$ cat config.mk
export PLATFORM = sky130hd
export DESIGN_NAME = meduram_read_mux_flat
export DESIGN_NICKNAME = d
export VERILOG_FILES = /design/src/rtl/meduram_read_mux_if.sv /design/src/rtl/meduram_read_mux.sv /design/src/flat_wrapper.sv
export SDC_FILE = /design/constraint.sdc
export NUM_CORES = 1
export LEC_CHECK = 0
export CORE_ASPECT_RATIO = 0.7
export CORE_MARGIN = 2
export CORE_UTILIZATION = 37
export DETAILED_ROUTE_END_ITERATION = 16
export PLACE_DENSITY = 0.83
export SLEW_MARGIN = 0
export SYNTH_ARGS = -nofsm -noshare
export SYNTH_HDL_FRONTEND = slang
export SYNTH_SLANG_ARGS = --single-unit
$ cat constraint.sdc
create_clock -name aclk -period 1.7 [get_ports aclk]
set_clock_uncertainty 0.15 [all_clocks]
set_input_delay 0.255 -clock aclk [delete_from_list [all_inputs] [get_ports aclk]]
set_output_delay 0.255 -clock aclk [all_outputs]
set_load 0.005 [all_outputs]
$ cat src/rtl/meduram_read_mux_if.sv
// Read-side bus of the memory-map read mux: per-agent requests, bank data
// array in, selected data, collision flags and counters out.
interface meduram_read_mux_if #(
  parameter int DATA_WIDTH      = 32,
  parameter int NB_WRAGENT      = 2,
  parameter int NB_RDAGENT      = 2,
  parameter int WRITE_COLLISION = 1,
  parameter int SELECT_WIDTH    = (NB_WRAGENT == 1 ? 1 : $clog2(NB_WRAGENT)) + WRITE_COLLISION,
  parameter int CNT_WIDTH       = 16
);

  logic [NB_RDAGENT-1:0]                       rden;
  logic [NB_RDAGENT*SELECT_WIDTH-1:0]          bank_select;
  logic [NB_RDAGENT*NB_WRAGENT*DATA_WIDTH-1:0] bank_rddata;
  logic [NB_RDAGENT-1:0]                       cnt_clear;
  logic [NB_RDAGENT-1:0]                       rdvalid;
  logic [NB_RDAGENT*DATA_WIDTH-1:0]            rddata;
  logic [NB_RDAGENT-1:0]                       rdcollision;
  logic [NB_RDAGENT*CNT_WIDTH-1:0]             collision_cnt;

  modport master (
    output rden, bank_select, bank_rddata, cnt_clear,
    input  rdvalid, rddata, rdcollision, collision_cnt
  );

  modport slave (
    input  rden, bank_select, bank_rddata, cnt_clear,
    output rdvalid, rddata, rdcollision, collision_cnt
  );

endinterface

$ cat src/rtl/meduram_read_mux.sv
// Read mux for the banked memory map: delays each agent's bank selector through
// the RAM read latency, selects the winning bank and counts collision reads.
// Optional macro MEDURAM_RDMUX_OUTREG_EN adds a second output register stage.
module meduram_read_mux #(
  parameter int DATA_WIDTH      = 32,
  parameter int NB_WRAGENT      = 2,
  parameter int NB_RDAGENT      = 2,
  parameter int WRITE_COLLISION = 1,
  parameter int SELECT_WIDTH    = (NB_WRAGENT == 1 ? 1 : $clog2(NB_WRAGENT)) + WRITE_COLLISION,
  parameter int RD_LATENCY      = 1,
  parameter int CNT_WIDTH       = 16
) (
  input  logic               aclk,
  input  logic               aresetn,
  meduram_read_mux_if.slave  bus
);

  localparam int IDX_W = SELECT_WIDTH - WRITE_COLLISION;
  localparam logic [CNT_WIDTH-1:0] CNT_MAX = {CNT_WIDTH{1'b1}};

  for (genvar r = 0; r < NB_RDAGENT; r++) begin : g_agent

    logic [RD_LATENCY-1:0]   vld_pipe;
    logic [SELECT_WIDTH-1:0] sel_pipe [RD_LATENCY];
    logic [SELECT_WIDTH-1:0] sel_last;
    logic [IDX_W-1:0]        idx;
    logic                    sel_coll;

    logic [DATA_WIDTH-1:0]   mux_data;
    logic                    mux_hit;
    logic                    mux_coll;

    logic                    s1_valid;
    logic [DATA_WIDTH-1:0]   s1_data;
    logic                    s1_coll;

    logic                    out_valid;
    logic [DATA_WIDTH-1:0]   out_data;
    logic                    out_coll;

    logic [CNT_WIDTH-1:0]    cnt;

    // Valid bits are reset so in-flight reads die with reset; selectors need not be.
    always_ff @(posedge aclk) begin
      if (!aresetn) begin
        vld_pipe <= '0;
      end else begin
        vld_pipe[0] <= bus.rden[r];
        for (int i = 1; i < RD_LATENCY; i++) begin
          vld_pipe[i] <= vld_pipe[i-1];
        end
      end
    end

    always_ff @(posedge aclk) begin
      sel_pipe[0] <= bus.bank_select[r*SELECT_WIDTH +: SELECT_WIDTH];
      for (int i = 1; i < RD_LATENCY; i++) begin
        sel_pipe[i] <= sel_pipe[i-1];
      end
    end

    assign sel_last = sel_pipe[RD_LATENCY-1];
    assign idx      = sel_last[IDX_W-1:0];

    if (WRITE_COLLISION != 0) begin : g_coll
      assign sel_coll = sel_last[SELECT_WIDTH-1];
    end else begin : g_nocoll
      assign sel_coll = 1'b0;
    end

    if (NB_WRAGENT == 1) begin : g_single
      always_comb begin
        mux_data = bus.bank_rddata[r*DATA_WIDTH +: DATA_WIDTH];
        mux_hit  = 1'b1;
      end
    end else begin : g_multi
      // An index beyond the last bank returns zero and is reported as a collision.
      always_comb begin
        mux_data = '0;
        mux_hit  = 1'b0;
        for (int w = 0; w < NB_WRAGENT; w++) begin
          if (idx == IDX_W'(w)) begin
            mux_data = bus.bank_rddata[(r*NB_WRAGENT+w)*DATA_WIDTH +: DATA_WIDTH];
            mux_hit  = 1'b1;
          end
        end
      end
    end

    assign mux_coll = sel_coll | ~mux_hit;

    always_ff @(posedge aclk) begin
      if (!aresetn) begin
        s1_valid <= 1'b0;
        s1_data  <= '0;
        s1_coll  <= 1'b0;
      end else begin
        s1_valid <= vld_pipe[RD_LATENCY-1];
        if (vld_pipe[RD_LATENCY-1]) begin
          s1_data <= mux_data;
          s1_coll <= mux_coll;
        end else begin
          s1_coll <= 1'b0;
        end
      end
    end

`ifdef MEDURAM_RDMUX_OUTREG_EN
    always_ff @(posedge aclk) begin
      if (!aresetn) begin
        out_valid <= 1'b0;
        out_data  <= '0;
        out_coll  <= 1'b0;
      end else begin
        out_valid <= s1_valid;
        if (s1_valid) begin
          out_data <= s1_data;
          out_coll <= s1_coll;
        end else begin
          out_coll <= 1'b0;
        end
      end
    end
`else
    assign out_valid = s1_valid;
    assign out_data  = s1_data;
    assign out_coll  = s1_coll;
`endif

    // Clear has priority over a coincident increment.
    always_ff @(posedge aclk) begin
      if (!aresetn) begin
        cnt <= '0;
      end else if (bus.cnt_clear[r]) begin
        cnt <= '0;
      end else if (out_valid && out_coll && (cnt != CNT_MAX)) begin
        cnt <= cnt + CNT_WIDTH'(1);
      end
    end

    assign bus.rdvalid[r]                                = out_valid;
    assign bus.rddata[r*DATA_WIDTH +: DATA_WIDTH]        = out_data;
    assign bus.rdcollision[r]                            = out_coll;
    assign bus.collision_cnt[r*CNT_WIDTH +: CNT_WIDTH]   = cnt;

  end

endmodule

$ cat src/flat_wrapper.sv
// flat-port wrapper written by rule: the top's interface ports become plain ports
module meduram_read_mux_flat 
#(
  parameter int DATA_WIDTH      = 32,
  parameter int NB_WRAGENT      = 2,
  parameter int NB_RDAGENT      = 2,
  parameter int WRITE_COLLISION = 1,
  parameter int SELECT_WIDTH    = (NB_WRAGENT == 1 ? 1 : $clog2(NB_WRAGENT)) + WRITE_COLLISION,
  parameter int RD_LATENCY      = 1,
  parameter int CNT_WIDTH       = 16
)
  (aclk, aresetn, bus_rden, bus_bank_select, bus_bank_rddata, bus_cnt_clear, bus_rdvalid, bus_rddata, bus_rdcollision, bus_collision_cnt);
  meduram_read_mux_if #(.DATA_WIDTH(DATA_WIDTH), .NB_WRAGENT(NB_WRAGENT), .NB_RDAGENT(NB_RDAGENT), .WRITE_COLLISION(WRITE_COLLISION), .SELECT_WIDTH(SELECT_WIDTH), .CNT_WIDTH(CNT_WIDTH)) bus_i ();
  input  logic aclk;
  input  logic aresetn;
  input wire logic [$bits(bus_i.rden)-1:0] bus_rden;
  input wire logic [$bits(bus_i.bank_select)-1:0] bus_bank_select;
  input wire logic [$bits(bus_i.bank_rddata)-1:0] bus_bank_rddata;
  input wire logic [$bits(bus_i.cnt_clear)-1:0] bus_cnt_clear;
  output wire logic [$bits(bus_i.rdvalid)-1:0] bus_rdvalid;
  output wire logic [$bits(bus_i.rddata)-1:0] bus_rddata;
  output wire logic [$bits(bus_i.rdcollision)-1:0] bus_rdcollision;
  output wire logic [$bits(bus_i.collision_cnt)-1:0] bus_collision_cnt;
  assign bus_i.rden = bus_rden;
  assign bus_i.bank_select = bus_bank_select;
  assign bus_i.bank_rddata = bus_bank_rddata;
  assign bus_i.cnt_clear = bus_cnt_clear;
  assign bus_rdvalid = bus_i.rdvalid;
  assign bus_rddata = bus_i.rddata;
  assign bus_rdcollision = bus_i.rdcollision;
  assign bus_collision_cnt = bus_i.collision_cnt;
  meduram_read_mux #(.DATA_WIDTH(DATA_WIDTH), .NB_WRAGENT(NB_WRAGENT), .NB_RDAGENT(NB_RDAGENT), .WRITE_COLLISION(WRITE_COLLISION), .SELECT_WIDTH(SELECT_WIDTH), .RD_LATENCY(RD_LATENCY), .CNT_WIDTH(CNT_WIDTH)) u_core (.aclk(aclk), .aresetn(aresetn), .bus(bus_i));
endmodule
-- After elaboration in Yosys (flattened, before gate mapping)
Memories as Yosys holds them, arrays and structs flattened.
Cells that the tools add are included.
- $add $sub $neg: 2
- eq/ne operators: 2
- multiplexer cells: 2
- bitwise gates (word level): 1
- reductions and logical operators: 8
- operators by type and width (cell ; number):
    $mux W32 ; 2
    $add A16 B1 Y16 const B ; 2
    $ne A16 B16 Y1 const B ; 2
    $logic_and A1 B1 Y1 ; 4
    $reduce_and A2 Y1 ; 2
    $reduce_or A2 Y1 ; 2
    $not A1 Y1 ; 1
- flip-flop bits (word level): 102
- memory bits (writable): 4
- input bits: 138
- output and inout bits: 100
- logic and storage cells: 27
- memories kept: 2
- memory list (name ; depth ; width ; rd ports ; clocked after memory_dff ; write ports ; RTL line ; source):
    u_core.g_agent[0].sel_pipe ; 1 ; 2 ; 1 ; 0 ; 1 ; meduram_read_mux.sv:24 ; logic [SELECT_WIDTH-1:0] sel_pipe [RD_LATENCY];
    u_core.g_agent[1].sel_pipe ; 1 ; 2 ; 1 ; 0 ; 1 ; meduram_read_mux.sv:24 ;

-- Longest topological paths before layout
Gate-level depths: netlist of the first run.
- word-level depth: 2
- mapped depth: 6
- gate-level depth less buffers: 5

-- Least setup slack after synthesis of the first run
OpenSTA, ideal clock, no wires.
- kind: reg2reg
- start: reg u_core.g_agent[0].cnt[0]
- end: reg u_core.g_agent[0].cnt[14]
- library setup time: 0.070 ns
- data arrival time: 1.501 ns
- data required time: 1.480 ns
- path slack: -0.022 ns
- stages on the path, launching flop included: 6
- path buffers: 0
- clock period less this slack: 1.722 ns
- path through: dfxtp_1 ha_1 and3_1 nand3_1 or4_1 a21oi_1
- longest elaborated chain between the ends: 2
- elaborated cells between the ends (all ways): 3
- classes of those cells: 1 x add/sub; 1 x eq/ne; 1 x reduce/logical
- RTL lines (element ; RTL line ; source):
    start, declared ; meduram_read_mux.sv:41 ; logic [CNT_WIDTH-1:0] cnt;
    start signal, assigned ; meduram_read_mux.sv:137 ; cnt <= cnt + CNT_WIDTH'(1);
    branches (longest 2 deep; another with $add A16 B1 Y16) ; - ;
Parallel ways; which one is timed is not known.
A chain may end at the register's enable or synchronous reset.

-- Worst setup path after layout of the first run
Same ends and word-level chain as after synthesis.

==> flow_summary.yaml, run 1 <==
grt:
  gr-usage-all-layers_pct: 20.03
  overflow: 0
  antenna_found_initial: 0
  grt_max_degree: 67
  grt_pass1_vias: 4864
  grt_first_pass_wirelength_um: 23070
clocking:
  clk_transition_reported_paths_ns: 0.08
  cts_buffer_depth: 2
  numCtsBuffers: 9
  cts_max_level: 3
  root_buffer: "clkbuf_16"
  cts_sinks: 106
  cts_tree: "yes"
  clk_latency_ns: 0.34
  postCtsHoldBufs: 0
route:
  routed_via_density: 5.339
  drt_first_pass_iters: 4
  drt-initial-drc-count: 206
  route.detailed.drc: 0
  wire_per_inst_um: 16.17
  ant_nets: 0
  vias: 4997
  wl_um: 15130
logic_synthesis:
  synth_top_area_share_pct: 43.28
  syn_avg_cell_area_sq_um: 9.691
  synthAdderAreaFrac_pct: 0.5103
  synth-simple-area-share_pct: 16.74
  synth-xor-area-share_pct: 0.3572
  synth_area_leaders: "dfxtp_1, mux2i_1, o211a_1, nand2_1, a21oi_1"
  synth_common_cells: "dfxtp_1, nand2_1, mux2i_1"
  synth_flop_cell: "dfxtp_1"
  postSynth.asyncResetShare_pct: 0
  post-synth-top-count-cell: "dfxtp_1"
  synth_nets: 646
  synthMuxAreaShare_pct: 14.70
  synth.cell_area_sq_mm: 0.004903
  ys_seq_area_share_pct: 43.28
  ys_types: 45
  synth_top_family_by_area: "compound AO/OA/AOI/OAI gates"
  synth_edf_count: 0
  synth_top_cell_by_area: "dfxtp_1"
  synthCells: 506
  synth_compound_area_share_pct: 20.29
  ys_warn_count: 0
  ys_seq_elements: 106
cells_and_area:
  nets: 905
  fill_cells: 1036
  drive_gt1_share_pct: 17.01
  area.growth.synth_to_final_pct: 67.80
  finish.instance_area_sq_mm: 0.008228
  n_antenna_cell: 0
power:
  power.density_mw_per_mm2: 693.5
  seq_power_share_pct: 46.4
  p_leak_nw: 3.810
  clkPwrFrac_pct: 37.1
  combinationalPowerShare_pct: 16.5
  power_mw: 5.706
  swShare_pct: 22.83
  power.internal_mw: 4.404
  peakVddDrop_mv: 0.4674
  switchingPower_mw: 1.303
setup_path:
  r2r_start: "u_core.g_agent[0].cnt[0]"
  crit_start: "u_core.g_agent[0].cnt[0]"
  worstPathArrival_ns: 1.85
  worstPathRequired_ns: 1.82
  critical_path_class: "reg2reg"
  start_kind: "register"
  crit_fanout: 4
  cp-end-kind: "register"
run_status:
  status: "finished, violations left"
  violations: "setup timing"
place:
  dp.final_hpwl_um: 11100
  dpl-instance-area_sq_mm: 0.007611
  portBuffers: 237
  place.gp.congestion: 0.8422
sta:
  fin_crit_sh_pct: 101.4
  max_slew_margin_pct: 67.50
  finalHoldViolCount: 0
  fmax_mhz: 580.4
  min_period_ns: 1.723
  setup_slack_ns: -0.02304
  slew_violations: 0
  rsz0062_at_grt: "yes"
  tightest_slew_ns: 0.4875
  setup_violations: 3
floorplan:
  initial_utilization_pct: 37.57
  ioPinCount: 238
  dieArea_sq_mm: 0.01420
  fp.dieW_um: 141.6
  num_rows: 35
  core-area_sq_mm: 0.01305
  die_y_um: 100.3
run:
  max_cap_violations: 0
worst_hold_path:
  hold_class: "in2reg"
  hp-start: "aresetn"
==> power by group through the flow <==
stage / Clock, mW / Sequential, mW / Combinational, mW
floorplan: 0 / 2.72 / 0.326
global placement: 0 / 2.71 / 0.923
detailed placement: 0 / 2.72 / 0.944
CTS: 2.17 / 2.66 / 0.948
global route: 2.29 / 2.66 / 1.01
finish: 2.12 / 2.65 / 0.940
==> registers in the layout, summed over array words and instances, names as in the netlist <==
name,cells
u_core.g_agent.out_valid,2
u_core.g_agent.sel_pipe,4
u_core.g_agent.out_data,64
u_core.g_agent.out_coll,2
u_core.g_agent.cnt,32
u_core.g_agent.vld_pipe,2
==> per-stage QoR <==
stage,TNS [ns],std cells,setup WS [ns],hold WS [ns],util [%]
global route,-0.3531,936,-0.07756,0.1823,63.05
floorplan,-0.01332,506,-0.01332,0.1327,-
CTS,-0.009941,926,-0.009941,0.1622,61.45
detailed placement,-0.2210,903,-0.08087,0.3074,58.32
global placement,0,903,0.009520,0.3054,58.32
finish,-0.03962,936,-0.02304,0.1779,63.05
==> metal layers <==
| metal | GRT usage [%] | vias up | share of wire (%) |
|---|---|---|---|
| met5 | 0 | - | 0 |
| li1 | - | 2382 | - |
| met4 | 5.769 | 0 | 1.8 |
| met3 | 5.630 | 31 | 6.7 |
| met1 | 22.83 | 2390 | 39 |
| met2 | 36.82 | 194 | 52 |
==> logic make-up (layout without fill, tap and decap cells) <==
logic type / count (synthesis) / count (layout)
XOR/XNOR: 2 / 2
AO/OA/AOI/OAI: 119 / 119
buffers and inverters: 46 / 310
adder cells (fa/ha/maj): 2 / 2
flip-flops: 106 / 106
AND/OR/NAND/NOR: 159 / 159
multiplexers: 72 / 72
==> layout by cell type (no fill, tap or decap), types with 7 or more instances in the layout <==
cell             synthesis  final
a21oi_1                 22     21
nand4_1                  8      8
clkdlybuf4s50_1          0    213
mux2i_1                 72     72
dfxtp_4                  0      8
o211a_1                 64     64
nand2b_1                 9      9
buf_4                    5     48
dlygate4sd2_1            0     17
nand2_1                 89     86
clkbuf_16                0      9
or3_1                    7      7
dfxtp_2                  0     25
dfxtp_1                106     73
o21ai_0                 10     10
==> layout make-up <==
| type | count | area (sq um) | share of cell area (%) |
|---|---|---|---|
| Inverter | 3 | 11.26 | 0.1369 |
| Timing Repair Buffer | 291 | 2809 | 34.14 |
| Clock inverter | 5 | 61.31 | 0.7451 |
| Clock buffer | 11 | 242.7 | 2.950 |
| Tap cell | 166 | 207.7 | 2.524 |
| Sequential cell | 106 | 2183 | 26.54 |
| Multi-Input combinational cell | 354 | 2713 | 32.97 |
==> timing repair <==
item	CTS	global route
setup endpoints to repair	40	37
cloned	1	1
pin swaps	3	7
setup buffers	6	9
hold endpoints to repair	0	0
resized for setup	46	43
==> worst max-delay path: stages (launching register included) <==
cell and delay, ns:
dfxtp_4 0.37, ha_4 0.16, and3_4 0.21, nand3_2 0.11, or4_4 0.51, a21oi_2 0.15
==> final timing paths <==
kind / slack, ns / end / cells past startpoint
hold / removal: 0.18 / u_core.g_agent[1].cnt[10] / 3
setup / recovery: -0.02 / u_core.g_agent[0].cnt[14] / 5
setup reg to reg: -0.02 / u_core.g_agent[0].cnt[14] / 5
hold reg to reg: 0.32 / u_core.g_agent[1].out_coll / 1
Power figures use the tool's default switching activity.
==> run 2: changes to the inputs <==
CORE_ASPECT_RATIO = not set   (was 0.7)
REMOVE_ABC_BUFFERS = 1   (was not set)
==> flow_summary.yaml, run 2 (synthesis gave the netlist of run 1 again) <==
setup_path:
  worstPathArrival_ns: 1.80
  start_kind: "register"
  cp-end-kind: "register"
  slowest_stage: "or4_1"
  cp_num_buf_inv: 1
  worstPathRequired_ns: 1.82
  slowest_delay_ns: 0.44
  crit_fanout: 8
  worstPathCellList: "buf_6 -> and4_4 -> nand3_4 -> or4_1 -> a21oi_1"
  crit_family: "simple AND/OR/NAND/NOR gates"
  critical_path_class: "reg2reg"
power:
  clkPwrFrac_pct: 35.7
  power.density_mw_per_mm2: 680.8
  seq_power_share_pct: 47.5
  power_mw: 5.598
  swShare_pct: 22.65
  combinationalPowerShare_pct: 16.8
  power.internal_mw: 4.330
  switchingPower_mw: 1.268
  peakVddDrop_mv: 0.3908
  p_leak_nw: 3.782
worst_hold_path:
  hold_class: "in2reg"
grt:
  gr-usage-all-layers_pct: 20.08
  grt_first_pass_wirelength_um: 23160
  overflow: 0
  grt_pass1_vias: 4834
  antenna_found_initial: 0
  grt_max_degree: 64
cells_and_area:
  area.growth.synth_to_final_pct: 67.70
  layout_commonest_cell: "clkdlybuf4s50_1"
  biggestRegsByFlops: "u_core.g_agent.out_data: 64 flops, u_core.g_agent.cnt: 32 flops, u_core.g_agent.sel_pipe: 4 flops"
  drive_gt1_share_pct: 16.88
  largest_reg_flops: 64
  fin_util_pct: 62.84
  final_cell_mix: "clkdlybuf4s50_1, nand2_1, dfxtp_1, mux2i_1, o211a_1"
  nets: 906
  regMostFlops: "u_core.g_agent.out_data"
route:
  drt_first_pass_iters: 6
  route.detailed.drc: 0
  vias: 4995
  wire_per_inst_um: 15.93
  wl_um: 15080
  ant_nets: 0
  drt-initial-drc-count: 500
  routed_via_density: 5.275
clocking:
  cts_sinks: 106
  cts_buffer_depth: 2
  cts_max_level: 3
  cts_tree: "yes"
  root_buffer: "clkbuf_16"
  clk_transition_reported_paths_ns: 0.07
  numCtsBuffers: 9
  clk_latency_ns: 0.35
run:
  max_cap_violations: 0
sta:
  max_slew_margin_pct: 70.14
  rsz0062_at_grt: "yes"
  tightest_slew_ns: 0.4460
  fin_crit_sh_pct: 98.84
  setup_tns_ns: 0
  min_period_ns: 1.680
  fmax_mhz: 595.2
  setup_violations: 0
  finalHoldViolCount: 0
  slew_violations: 0
floorplan:
  dieArea_sq_mm: 0.01419
  fp.dieW_um: 119.1
  die_y_um: 119.1
  num_rows: 42
  initial_utilization_pct: 37.47
  ioPinCount: 238
  core-area_sq_mm: 0.01309
place:
  portBuffers: 237
  dp.final_hpwl_um: 10880
  place.gp.congestion: 0.8832
run_status:
  status: "complete, no violations"
## run 2: cell types whose count changed in the layout (fill, tap and decap cells not counted), moves of 3 or more
cell	delta
buf_6	+4
buf_4	-3
a21oi_2	+3
a21oi_1	-3
dfxtp_4	-4
## run 2: power by group through the flow
stage	clock network, mW	registers [mW]	logic [mW]
after floorplan	0	2.77	0.234
after global placement	0	2.71	0.924
after detailed placement	0	2.72	0.944
after CTS	2.06	2.66	0.949
after global routing	2.18	2.67	1.01
final	2.00	2.66	0.941
## run 2: per-layer routing
layer | share of wire [%] | GRT usage [%] | routed length [um]
met4 | 3.0 | 8.482 | 446
met5 | 0 | 0 | 0
met3 | 8.3 | 5.843 | 1245
met2 | 52 | 36.53 | 7822
met1 | 37 | 21.56 | 5569
## run 2: cell type report
class                   count  area, sq um
inverters                   3        11.26
clock buffers              14        274.0
repair buffers            292         2833
clock inverters             1        8.758
well taps                 176        220.2
diodes                      1        2.502
fillers                  1057         4862
multi-input cells         354         2703
flip-flops and latches    106         2171
## run 2: worst register-to-register path, delay by kind of cell (launching register included)
family | cells | cell delay, ns
AOI/OAI and AO/OA | 1 | 0.18
buffers and inverters | 1 | 0.12
DFF | 1 | 0.36
and+or+nand+nor | 3 | 0.80
## run 2: stage by stage
| step | hold slack (ns) | worst slack (ns) | std cells | instance area, sq um |
|---|---|---|---|---|
| floorplan | 0.1327 | -0.3271 | 463 | 4712 |
| global placement | 0.2993 | 0.03730 | 919 | 7677 |
| detailed placement | 0.3110 | -0.04687 | 919 | 7677 |
| CTS | 0.1497 | -0.03501 | 936 | 7995 |
| global route | 0.1758 | -0.07119 | 946 | 8220 |
| finish | 0.1638 | 0.01980 | 947 | 8223 |
## run 2: final timing paths
path,startpoint,end,slack (ns),depth (start not counted)
setup reg to reg,u_core.g_agent[0].cnt[0],u_core.g_agent[0].cnt[9],0.02,5
hold / removal,aresetn,u_core.g_agent[1].out_data[26],0.16,2
hold reg to reg,u_core.g_agent[1].sel_pipe[0][1],u_core.g_agent[1].out_coll,0.32,1
setup / recovery,u_core.g_agent[0].cnt[0],u_core.g_agent[0].cnt[9],0.02,5
## run 2: what timing repair did
| item | 4_1_cts | 5_1_grt |
|---|---|---|
| setup buffers | 2 | 9 |
| endpoints found under the hold margin | 0 | 0 |
| endpoints found under the setup margin | 32 | 27 |
| resized for setup | 44 | 47 |
| hold buffers | 0 | 0 |
| pin swaps | 2 | 20 |
| gates cloned | 0 | 1 |
==> RTL change 1 (settings of run 2) <==
Add a define of `MEDURAM_RDMUX_OUTREG_EN`.
--- a/src/rtl/meduram_read_mux.sv
+++ b/src/rtl/meduram_read_mux.sv
@@ -3,2 +3,4 @@
 // Optional macro MEDURAM_RDMUX_OUTREG_EN adds a second output register stage.
+`define MEDURAM_RDMUX_OUTREG_EN
+
 module meduram_read_mux #(
Check against the original RTL: not equivalent (a bounded check fails within 4 cycles, from zero or initial values and one cycle with aresetn low).
==> RTL change 1 against run 2 <==
- the flow now finishes with violations (setup timing)
- via count is 31% higher
- area after synthesis increased by 51%
- sequential power grew 61%
- critical path type unchanged
- cell area grew 38%
- first-iteration DRC count fell by 43%
- final cell count increased by 36%
- wire length up 30%
- sequential cell count grew 68
- count of clock-buffer cells in the layout increased by 5
- total power up 66%
- combinational power fell by 4.0%
- setup slack worse by 62 ps
==> RTL change 1: results <==
set metrics [dict create \
    setup_ws_ps -42.6 \
    r2r_cells 4 \
    fin_tns_setup_ps -95.3 \
    synth.top_cells.by_area "dfxtp_1 (47%), mux2i_1 (18%), o211a_1 (8.8%), nor2b_1 (5.6%), nand2_1 (4.5%)" \
    yosysWarnings 0 \
    critPathArrivalTime_ps 1950 \
    path_clk_slew_ps 70 \
    cts_max_level 4 \
    place_area_sq_mm 0.0104 \
    status "complete, but fails checks" \
    dp_hpwl_microns 13600 \
    hold_class "in2reg" \
    via_per_inst 5.08 \
    fill_cells 1691 \
    synth_common_cells "dfxtp_1 (174), mux2i_1 (131), nand2_1 (89)" \
    cts-buffers-inserted 17 \
    cts-root-buf "clkbuf_16" \
    clk_latency_ps 420 \
    drtIter0Drc 284 \
    top_regs "u_core.g_agent.out_data x64, u_core.g_agent.s1_data x64, u_core.g_agent.cnt x32" \
    grt_pass1_vias 6218 \
    synth_cell_types 41 \
    peakVddDrop_uv 616 \
    tightest_slew_ps 376 \
    finalSetupViolCount 3 \
    violations "setup timing" \
    track_usage_pct 18.1 \
    p_leak_nw 5.42 \
    min_path_cells 2 \
    pre_cts_ws_ps -57.1 \
    nets 1146 \
    hold_ws_ps 82.7 \
    layout-drive-gt1-share_pct 16.8 \
    ys_seq_area_share_pct 47.1 \
    drt_pre_antenna_iters 5 \
    wl_microns 19600 \
    gp_congestion 0.873 \
    place.port_buffers 237 \
    grt_pass1_wl_microns 31400 \
    grt_max_degree 74 \
    path_max_fanout 5 \
]
[RTL change 1: changes by cell type after synthesis, moves of 6 or more]
| cell | run 2 | this run |
|---|---|---|
| dfxtp_1 | 106 | 174 |
| and3_1 | 4 | 11 |
| a21oi_1 | 22 | 16 |
| nand3_1 | 8 | 14 |
| a31oi_1 | 2 | 8 |
| nor2b_1 | 2 | 66 |
| nor3_1 | 1 | 9 |
| clkbuf_1 | 25 | 31 |
| mux2i_1 | 72 | 131 |
[RTL change 1: layout make-up]
class	instances	area, sq um	area share [%]
multi-input cells	498	3800	33.6
diodes	1	2.50	0.0221
well taps	265	332	2.93
flip-flops and latches	174	3570	31.6
clock inverters	13	174	1.54
clock buffers	19	443	3.92
inverters	4	15.0	0.133
repair buffers	311	2980	26.3
[RTL change 1: kinds of logic after synthesis]
family	synth area share, %
flops	47.1
compound gates	14.4
buf+inv	3.40
simple gates	17.0
fa+ha+maj	0.338
mux	17.7
[RTL change 1: layer usage]
| layer | GRT usage [%] | vias to the layer above | share of wire [%] |
|---|---|---|---|
| li1 | - | 3194 | - |
| met1 | 22.3 | 3094 | 41 |
| met2 | 31.5 | 219 | 51 |
| met3 | 5.33 | 23 | 6.7 |
| met4 | 4.17 | 0 | 1.3 |
| met5 | 0 | - | 0 |
[RTL change 1: worst paths after layout]
| path | endpoint | start |
|---|---|---|
| max | u_core.g_agent[1].cnt[9] | u_core.g_agent[1].out_valid |
| min | u_core.g_agent[1].out_data[17] | aresetn |
| max reg2reg | u_core.g_agent[1].cnt[9] | u_core.g_agent[1].out_valid |
| min reg2reg | u_core.g_agent[1].s1_coll | u_core.g_agent[1].sel_pipe[0][1] |
[RTL change 1: power breakdown]
part / switching (mW) / internal (mW) / total [mW]
Sequential: 0.0811 / 4.20 / 4.28
Combinational: 0.334 / 0.569 / 0.903
Clock: 1.74 / 2.39 / 4.13
[RTL change 1: repair_timing]
action | 4_1_cts | 5_1_grt
endpoints found under the setup margin | 101 | 41
gates resized for setup | 124 | 56
setup buffers | 8 | 8
pin swaps | 7 | 16
[RTL change 1: critical path, stage by stage (launching register included)]
cell	delay, ps
dfxtp_4	380
nand4_1	190
or4_1	490
a2111o_1	400
o21ai_1	70
[RTL change 1: per-stage QoR]
step                      cells  power (mW)
after detailed placement   1239        5.32
after CTS                  1278        9.42
after global placement     1239        5.30
final                      1285        9.31
after global routing       1284        9.66
after floorplan             676        4.76
==> RTL change 2 (config.mk and constraints of run 2) <==
Made on the original files. `WRITE_COLLISION` is set to 1 in 3 places; all go to 0.
--- a/src/rtl/meduram_read_mux_if.sv
+++ b/src/rtl/meduram_read_mux_if.sv
@@ -6,3 +6,3 @@
   parameter int NB_RDAGENT      = 2,
-  parameter int WRITE_COLLISION = 1,
+  parameter int WRITE_COLLISION = 0,
   parameter int SELECT_WIDTH    = (NB_WRAGENT == 1 ? 1 : $clog2(NB_WRAGENT)) + WRITE_COLLISION,
--- a/src/rtl/meduram_read_mux.sv
+++ b/src/rtl/meduram_read_mux.sv
@@ -7,3 +7,3 @@
   parameter int NB_RDAGENT      = 2,
-  parameter int WRITE_COLLISION = 1,
+  parameter int WRITE_COLLISION = 0,
   parameter int SELECT_WIDTH    = (NB_WRAGENT == 1 ? 1 : $clog2(NB_WRAGENT)) + WRITE_COLLISION,
--- a/src/flat_wrapper.sv
+++ b/src/flat_wrapper.sv
@@ -6,3 +6,3 @@
   parameter int NB_RDAGENT      = 2,
-  parameter int WRITE_COLLISION = 1,
+  parameter int WRITE_COLLISION = 0,
   parameter int SELECT_WIDTH    = (NB_WRAGENT == 1 ? 1 : $clog2(NB_WRAGENT)) + WRITE_COLLISION,
Ports: changed (resized bus_bank_select); port bits go from 238 to 236. The function was not compared with the original's and may differ.
==> RTL change 2 against run 2 <==
- cell area is 35% lower
- die area is 33% lower
- area after synthesis is 34% lower
- sequential cell count is 36 lower
- critical endpoint is now bus_rddata[0]
- total power is 23% lower
- wire length is 41% lower
- critical path depth is 4 lower
- setup slack better by 71 ps
==> RTL change 2: results <==
set metrics [dict create \
    clock.fmax_ghz 0.621 \
    place_area_sq_mm 0.00506 \
    cts-root-buf "clkbuf_8" \
    ctsLongestPathBuffers 2 \
    wl_per_cell_microns 14.2 \
    ys.flop_type "dfxtp_1" \
    crit_family "buffers and inverters" \
    post-place-cells 613 \
    dp_hpwl_microns 6790 \
    cts_resized 0 \
    synth_cell_types 13 \
    top_register "u_core.g_agent.out_data" \
    clk_latency_ps 320 \
    stdcell_count 629 \
    path_max_fanout 2 \
    nets 652 \
    ys_async_sr_fraction_pct 0 \
    r2r_cells 3 \
    place.port_buffers 199 \
    path_clk_slew_ps 80 \
    track_usage_pct 18.5 \
    hold_ws_ps 206 \
    grt_max_degree 66 \
    synth.top_cells.by_area "dfxtp_1 (43%), mux2i_1 (20%), a21oi_1 (9.9%), buf_4 (9.3%), o21ai_0 (8.0%)" \
    status "completed" \
    hold_class "in2reg" \
    peakVddDrop_uv 583 \
    grt_pass1_vias 3013 \
    ys_seq_area_share_pct 43.3 \
    pre_cts_ws_ps 393 \
    layout-drive-gt1-share_pct 5.18 \
    gp_congestion 0.817 \
    largest_reg_flops 64 \
    via_per_inst 4.64 \
    drt_pre_antenna_iters 4 \
    grt_pass1_wl_microns 14300 \
    drtIter0Drc 37 \
    synth_common_cells "dfxtp_1 (70), a21oi_1 (64), mux2i_1 (64)" \
    cpPeakStageDelay_ps 540 \
    cts_setup_buffers 0 \
    diodes 0 \
    min_path_cells 1 \
    cpMaxStageDelayCell "clkdlybuf4s50_1" \
    cts-buffers-inserted 9 \
    worst-r2r-setup-slack_ps 410 \
    critPathArrivalTime_ps 1200 \
    p_leak_nw 2.19 \
    netlist_instances 332 \
]
==> RTL change 2: cell count changes in the layout (fill, tap and decap cells not counted), moves of 9 or more <==
cell             change
nand2_1             -88
o211a_1             -64
a21oi_1             +46
o21ai_0             +44
buf_4               -43
conb_1              +34
dfxtp_2             -23
dlygate4sd2_1       -19
clkdlybuf4s50_1     -15
o21ai_1             +11
clkbuf_16            -9
dfxtp_1              -9
nand2b_1             -9
==> RTL change 2: cells by family after synthesis <==
kind of cell           share of synthesized area [%]
buffers and inverters                           16.2
other                                          0.116
and+or+nand+nor                                0.773
DFF                                             43.3
muxes                                           19.8
AOI/OAI and AO/OA                               19.8
==> RTL change 2: layer usage <==
metal  routed length, microns  global-route usage (%)  vias up
li1                         -                       -     1473
met1                     3370                    19.2     1313
met2                     4810                    35.2      116
met3                      594                    5.76       15
met4                      156                    5.56        0
met5                        0                       0        -
==> RTL change 2: path summary, 6_finish.rpt <==
kind	from	to
worst max-delay path	u_core.g_agent[0].out_data[0]	bus_rddata[0]
worst min-delay path	bus_bank_select[1]	u_core.g_agent[1].sel_pipe[0]
worst max register to register	u_core.g_agent[0].sel_pipe[0]	u_core.g_agent[0].out_data[1]
worst min register to register	u_core.g_agent[0].out_data[14]	u_core.g_agent[0].out_data[14]
==> RTL change 2: final cells by class <==
| type | count | area, sq um |
|---|---|---|
| clock inverter | 6 | 109 |
| multi-input combinational | 230 | 1430 |
| fill | 732 | 3290 |
| sequential | 70 | 1410 |
| clock buffer | 10 | 138 |
| tap | 108 | 135 |
| timing repair buffer | 205 | 2080 |
==> RTL change 2: where the power goes <==
group,switching [mW],total [mW],internal (mW),leakage [nW]
Clock,0.614,1.63,1.01,0.126
Sequential,0.0550,1.81,1.75,0.579
Combinational,0.299,0.868,0.569,1.49
Total,0.968,4.30,3.33,2.19
